$ cat src/rtl/fetch_stage.sv
// rtl/fetch_stage.sv - instruction fetch stage with redirect, stall and halt handling
//
// Purpose: drives the instruction-memory request from the current PC, loads
// the IF/ID pipeline register on a memory hit, and returns the next PC plus
// its write enable to the program counter.  A redirect that arrives while a
// memory request is outstanding is parked until that wrong-path response
// lands, and the response is dropped.
//
// Optional feature macro: FETCH_PERF_EN (delivered-instruction and
// memory-wait counters; ports tie to 0 when undefined).
//
// Ports:
//   CLK, nRST            clock (rising edge), asynchronous active-low reset
//   pc_curr              current PC from the program counter
//   pc_next, pc_en       next PC and its update enable
//   imemREN, imemaddr    instruction memory request and address
//   ihit, imemload       instruction memory data valid and read data
//   stall                hold IF/ID
//   flush, redirect_pc   kill IF/ID and redirect fetch to redirect_pc
//   halt                 stop fetching until reset
//   ifid_valid/instr/pc/npc  IF/ID pipeline register
//   perf_fetched, perf_wait  performance counters

module fetch_stage #(
  parameter int WORD_W  = 32,
  parameter int PC_INCR = 4
) (
  input  logic              CLK,
  input  logic              nRST,
  input  logic [WORD_W-1:0] pc_curr,
  output logic [WORD_W-1:0] pc_next,
  output logic              pc_en,
  output logic              imemREN,
  output logic [WORD_W-1:0] imemaddr,
  input  logic              ihit,
  input  logic [WORD_W-1:0] imemload,
  input  logic              stall,
  input  logic              flush,
  input  logic [WORD_W-1:0] redirect_pc,
  input  logic              halt,
  output logic              ifid_valid,
  output logic [WORD_W-1:0] ifid_instr,
  output logic [WORD_W-1:0] ifid_pc,
  output logic [WORD_W-1:0] ifid_npc,
  output logic [31:0]       perf_fetched,
  output logic [31:0]       perf_wait
);

  typedef enum logic [1:0] {
    ST_FETCH   = 2'd0,
    ST_DISCARD = 2'd1,
    ST_HALTED  = 2'd2
  } state_t;

  state_t            state_q, state_d;
  logic [WORD_W-1:0] redirect_q, redirect_d;
  logic              ifid_valid_q, ifid_valid_d;
  logic [WORD_W-1:0] ifid_instr_q, ifid_instr_d;
  logic [WORD_W-1:0] ifid_pc_q, ifid_pc_d;
  logic [WORD_W-1:0] ifid_npc_q, ifid_npc_d;
  logic [WORD_W-1:0] pc_seq;
  logic              load_en;

  // Sequential successor; wraps naturally at 2^WORD_W.
  assign pc_seq   = pc_curr + WORD_W'(PC_INCR);
  assign imemaddr = pc_curr;

  // State register
  always_ff @(posedge CLK or negedge nRST) begin
    if (!nRST) begin
      state_q <= ST_FETCH;
    end else begin
      state_q <= state_d;
    end
  end

  // Next-state logic
  always_comb begin
    state_d = state_q;
    case (state_q)
      ST_FETCH: begin
        if (halt)               state_d = ST_HALTED;
        else if (flush && !ihit) state_d = ST_DISCARD;
      end
      ST_DISCARD: begin
        if (halt)      state_d = ST_HALTED;
        else if (ihit) state_d = ST_FETCH;
      end
      ST_HALTED: state_d = ST_HALTED;
      default:   state_d = ST_FETCH;
    endcase
  end

  // Output and datapath logic
  always_comb begin
    imemREN      = 1'b0;
    pc_en        = 1'b0;
    pc_next      = pc_seq;
    load_en      = 1'b0;
    redirect_d   = redirect_q;
    ifid_valid_d = ifid_valid_q;
    ifid_instr_d = ifid_instr_q;
    ifid_pc_d    = ifid_pc_q;
    ifid_npc_d   = ifid_npc_q;
    case (state_q)
      ST_FETCH: begin
        imemREN = 1'b1;
        if (halt) begin
          ifid_valid_d = 1'b0;
        end else if (flush) begin
          ifid_valid_d = 1'b0;
          if (ihit) begin
            // Response belongs to the wrong path; redirect right away.
            pc_en   = 1'b1;
            pc_next = redirect_pc;
          end else begin
            redirect_d = redirect_pc;
          end
        end else if (ihit && !stall) begin
          load_en = 1'b1;
          pc_en   = 1'b1;
        end
      end
      ST_DISCARD: begin
        imemREN      = 1'b1;
        ifid_valid_d = 1'b0;
        if (!halt) begin
          if (flush) redirect_d = redirect_pc;
          if (ihit) begin
            // Newest redirect wins when a flush coincides with the response.
            pc_en   = 1'b1;
            pc_next = flush ? redirect_pc : redirect_q;
          end
        end
      end
      default: begin
        ifid_valid_d = 1'b0;
      end
    endcase
    if (load_en) begin
      ifid_valid_d = 1'b1;
      ifid_instr_d = imemload;
      ifid_pc_d    = pc_curr;
      ifid_npc_d   = pc_seq;
    end
  end

  always_ff @(posedge CLK or negedge nRST) begin
    if (!nRST) begin
      redirect_q   <= '0;
      ifid_valid_q <= 1'b0;
      ifid_instr_q <= '0;
      ifid_pc_q    <= '0;
      ifid_npc_q   <= '0;
    end else begin
      redirect_q   <= redirect_d;
      ifid_valid_q <= ifid_valid_d;
      ifid_instr_q <= ifid_instr_d;
      ifid_pc_q    <= ifid_pc_d;
      ifid_npc_q   <= ifid_npc_d;
    end
  end

  assign ifid_valid = ifid_valid_q;
  assign ifid_instr = ifid_instr_q;
  assign ifid_pc    = ifid_pc_q;
  assign ifid_npc   = ifid_npc_q;

`ifdef FETCH_PERF_EN
  logic [31:0] perf_fetched_q, perf_fetched_d;
  logic [31:0] perf_wait_q, perf_wait_d;

  always_comb begin
    perf_fetched_d = perf_fetched_q + {31'd0, load_en};
    perf_wait_d    = perf_wait_q + {31'd0, (imemREN && !ihit)};
  end

  always_ff @(posedge CLK or negedge nRST) begin
    if (!nRST) begin
      perf_fetched_q <= '0;
      perf_wait_q    <= '0;
    end else begin
      perf_fetched_q <= perf_fetched_d;
      perf_wait_q    <= perf_wait_d;
    end
  end

  assign perf_fetched = perf_fetched_q;
  assign perf_wait    = perf_wait_q;
`else
  assign perf_fetched = 32'd0;
  assign perf_wait    = 32'd0;
`endif

endmodule

$ cat config.mk
export PLATFORM = sky130hd
export DESIGN_NAME = fetch_stage
export DESIGN_NICKNAME = d
export VERILOG_FILES = /design/src/rtl/fetch_stage.sv
export SDC_FILE = /design/constraint.sdc
export NUM_CORES = 1
export LEC_CHECK = 0
export CORE_AREA = 2 2 175 177
export CTS_CLUSTER_SIZE = 10
export DETAILED_ROUTE_END_ITERATION = 7
export DIE_AREA = 0 0 177 179
export PLACE_DENSITY_LB_ADDON = 0.1
export SLEW_MARGIN = 0
export SYNTH_ARGS = -nofsm -noshare
export SYNTH_HDL_FRONTEND = slang
export SYNTH_SLANG_ARGS = --single-unit
$ cat constraint.sdc
create_clock -name CLK -period 4 [get_ports CLK]
set_input_delay 0.8 -clock CLK [delete_from_list [all_inputs] [get_ports CLK]]
set_output_delay 0.8 -clock CLK [all_outputs]
set_load 0.02 [all_outputs]
# ---- Word level (Yosys, flattened, before mapping)
# Cells that the tools add are included.
# Widths: inputs -> output; s select.
dict set report totals {
  regBits 131
  latchBits 0
  ramBits 0
  romBits 0
  in_bits 102
  wordCells 56
  memories 0
}
dict set report classes {
  add_sub_neg 1
  multipliers 0
  div_mod_pow 0
  magnitude_cmp 0
  n_eq_ne 9
  shift 0
  mux 31
  bitwise_logic 0
  n_reduce_logical 9
}
# op n
set ops {}
lappend ops {{$mux 32} 10}
lappend ops {{$pmux 32 s2} 2}
lappend ops {{$add 32x3->32 const B} 1}
lappend ops {{$mux 1} 13}
lappend ops {{$mux 2} 4}
lappend ops {{$ne 2x2->1 const B} 4}
lappend ops {{$ne 3x3->1 const B} 2}
lappend ops {{$pmux 2 s3} 1}
lappend ops {{$reduce_and 5->1} 1}
lappend ops {{$ne 4x4->1 const B} 1}
lappend ops {{$eq 2x1->1 const B} 1}
lappend ops {{$eq 2x2->1 const B} 1}
lappend ops {{$logic_and 1x1->1} 2}
lappend ops {{$logic_not 1->1} 2}
lappend ops {{$logic_not 2->1} 1}
lappend ops {{$pmux 1 s2} 1}
lappend ops {{$reduce_and 2->1} 1}
lappend ops {{$reduce_bool 2->1} 1}
lappend ops {{$reduce_or 2->1} 1}

# ---- Longest topological paths before layout
dict set report depth {
  word_depth 7
  mapped_depth 7
  ltp_nobuf 6
}

# ---- Worst setup path before layout
# OpenSTA, ideal clock, no wires.
dict set report synth_path {
  kind {input to output}
  start {in pc_curr[12]}
  end {out pc_next[27]}
  arrival_time_ps 2223
  path_slack_ps 977
  path_stages 7
  cell_sequence {clkbuf_8 > nand4_4 > nor4_4 > buf_6 > nand4_1 > xor2_1 > a22oi_1}
}
dict set report synth_between {
  elab_chain_len 5
  elab_cells_between_ends 7
  cone_classes {add/sub (1); mux (6)}
}
# item line
set synth_rtl {}
lappend synth_rtl {{from (decl)} 30} ;# input logic [WORD_W-1:0] pc_curr,
lappend synth_rtl {{$add 32x3->32 *} 65} ;# assign pc_seq = pc_curr + WORD_W'(PC_INCR);
lappend synth_rtl {{$mux 32} 112} ;# if (ihit) begin
lappend synth_rtl {{$mux 32} 110} ;# end else if (flush) begin
lappend synth_rtl {{$mux 32} 108} ;# if (halt) begin
lappend synth_rtl {{$pmux 32 s2 *} 105} ;# case (state_q)
lappend synth_rtl {{to (decl)} 31} ;# output logic [WORD_W-1:0] pc_next,
# Mark *: on every way between the ends. The rest lies on a longest branch, timed or not.

# ---- Worst setup path after layout
dict set report layout_path {
  start {in pc_curr[2]}
  end {out pc_next[10]}
}
# Same word-level chain as after synthesis.

==> out/results.ini <==
[run_status]
status=completed

[finish]
antennaDiodeCount=0
final_common_cell=clkdlybuf4s50_1
finalNonFillerCells=1395
fin_util_pct=36.9
nets=1089
drive_above_1_share_pct=23.9
area_delta_synth_final_pct=51.1
final_cell_mix=241 x clkdlybuf4s50_1, 129 x dfrtp_1, 91 x mux2_2

[pwr]
clock_power_share_pct=23.2
seqPwrFrac_pct=30.7
p_leak_uw=0.00493
switching_share_pct=36.9
p_switching_uw=2690
internal_power_uw=4600
p_per_area_mw_per_mm2=659
p_comb_share_pct=46.1
peakVddDrop_uv=279

[logic_synthesis]
postSynthCellCount=693
ys_seq_area_share_pct=44.1
syn_area_per_cell_um2=10.6
synth_edf_count=0
synth.distinct_cells=67
yosysWarnings=0
synth_seq_cells=129
netlist_area_mm2=0.00733
synthFlopType=dfrtp_1
async_flop_share_pct=100

[cts]
cts_buffers=17
htree_levels=4
clk_pin_slew_ns=0.07
clockBufferDepth=2
cts-root-buf=clkbuf_16
cts_num_sinks=129
worstSkewPairLatency_ns=0.42
cts_tree=done
hold_buffers=0

[route]
drt-pass1-iter-count=4
drtIter0Drc=227
wire_per_inst_um=18.6
vias=6113
ant_nets=0
vias_per_cell=4.38
wl_um=26000
drc=0

[timing]
fmax_mhz=261
layout_min_cycle_time_ns=3.82
setup_ws_ns=0.176
finalHoldViolations=0
setup_viol=0
tightest_slew_ns=0.776
slew_headroom_pct=48.2
slew_viol_final=0
period_share_pct=95.6
grt_setup_unrepaired=false
clock_skew_ns=0.0105

[critical_path]
startpoint=pc_curr[2]
cp.required_ns=3.20
worstPathMaxFanout=5
cp.arrival_ns=3.02
end_kind=primary output
reg2reg_from=state_q[0]
criticalPathCategory=in -> out
start_kind=input pin

[floorplan]
initial_core_util_pct=24.4
die_w_um=177
die_y_um=179
placementRows=64
coreArea_mm2=0.0300
dieArea_mm2=0.0317
io_pins=329

[place]
gp_congestion=0.808
dp_slack_ns=-0.0931
io_buffers=264
dp_hpwl_um=19600
dp_cells=1363

[job]
drv_cap=0

[global_routing]
grt_max_degree=77
grt_overflow=0
grt_pass1_vias=6160
grtUsageTotal_pct=16.3
antenna_found_initial=2
grt_pass1_wl_um=38600

[hold_path]
hold_path_class=in -> async

[cell usage after synthesis, drive strengths merged, types with 3 or more instances]
cell type | instances | area (µm²)
a32o | 3 | 30.0
nand4 | 9 | 77.6
dfrtp | 129 | 3230
nor2b | 5 | 31.3
xor2 | 14 | 123
mux2i | 15 | 150
and4 | 3 | 30.0
and3 | 4 | 25.0
nor3 | 6 | 51.3
o21ai | 55 | 275
nor4 | 6 | 52.6
buf | 119 | 868
nor2 | 14 | 52.6
and2 | 4 | 26.3
a22oi | 14 | 105
clkbuf | 20 | 135
nand2b | 3 | 18.8
a21oi | 15 | 78.8
nand3 | 19 | 113
o221ai | 3 | 26.3
inv | 11 | 41.3
mux2 | 91 | 1020
xnor2 | 11 | 96.3
o22ai | 21 | 131
a21o | 5 | 37.5
nand2 | 65 | 254
[power groups by stage]
stage | clock network (µW) | registers, µW | logic [µW]
after floorplan | 0 | 2810 | 1210
after global placement | 0 | 2250 | 3430
after detailed placement | 0 | 2270 | 3430
after CTS | 1750 | 2250 | 3410
after global routing | 1810 | 2330 | 3590
final | 1690 | 2240 | 3360
[cells by family (layout without fill, tap and decap cells)]
family	count (synthesis)	after routing	share of synthesized area, %
buf+inv	150	393	14.3
simple gates	145	145	10.7
compound gates	136	136	11.8
flops	129	129	44.1
mux	106	106	16.0
xor+xnor	25	25	2.99
fa+ha+maj	1	1	0.171
other cells	1	64	0.0512
[cell type report]
cell class                      instances  area (µm²)
Clock buffer                           19         443
Clock inverter                         13         175
Fill cell                            3059       19000
Inverter                               11        41.3
Multi-Input combinational cell        477        3340
Sequential cell                       129        3230
Tap cell                              396         495
Timing Repair Buffer                  350        3350
[per-layer routing]
metal  track usage, %  vias to the layer above  part of all wire (%)
li1                 -                     2896                     -
met1             21.8                     2966                    46
met2             26.0                      231                    46
met3             4.71                       18                   6.8
met4             3.72                        2                  0.83
met5                0                        -                 0.042
[registers in the layout (all words and copies together) (netlist names)]
name and count:
ifid_instr 32, ifid_pc 32, redirect_q 32, ifid_npc 30
state_q 2, ifid_valid 1
[worst max-delay path: stages]
cell             delay (ns)
clkdlybuf4s50_1        0.49
ha_1                   0.20
nand3_2                0.12
buf_4                  0.19
nor2_1                 0.11
nand2_1                0.08
xor2_1                 0.17
a22oi_1                0.20
clkdlybuf4s50_1        0.66
[final timing paths]
| check | end | slack, ns | cells past startpoint |
|---|---|---|---|
| setup / recovery | pc_next[10] | 0.18 | 9 |
| hold / removal | ifid_pc[8] | 0.38 | 1 |
| setup reg to reg | ifid_instr[13] | 1.63 | 5 |
| hold reg to reg | ifid_npc[28] | 0.48 | 1 |
| max in group asynchronous | ifid_instr[17] | 2.76 | 2 |
| min in group CLK | ifid_npc[28] | 0.48 | 1 |
[stage by stage]
stage | cell area [µm²] | TNS (ns) | hold WS [ns] | power [µW]
final | 11100 | 0 | 0.383 | 7290
after detailed placement | 10400 | -0.443 | 0.469 | 5700
after global routing | 11100 | 0 | 0.445 | 7720
after CTS | 11000 | 0 | 0.428 | 7410
after floorplan | 7560 | 0 | 0.471 | 4010
after global placement | 10400 | -0.274 | 0.464 | 5680
[timing repair]
item / in CTS / in global routing
setup buffers: 0 / 0
gates resized for setup: 11 / 14
endpoints found under the setup margin: 11 / 11
gates cloned: 0 / 0
Note: power is estimated with default switching activity, not from simulation.
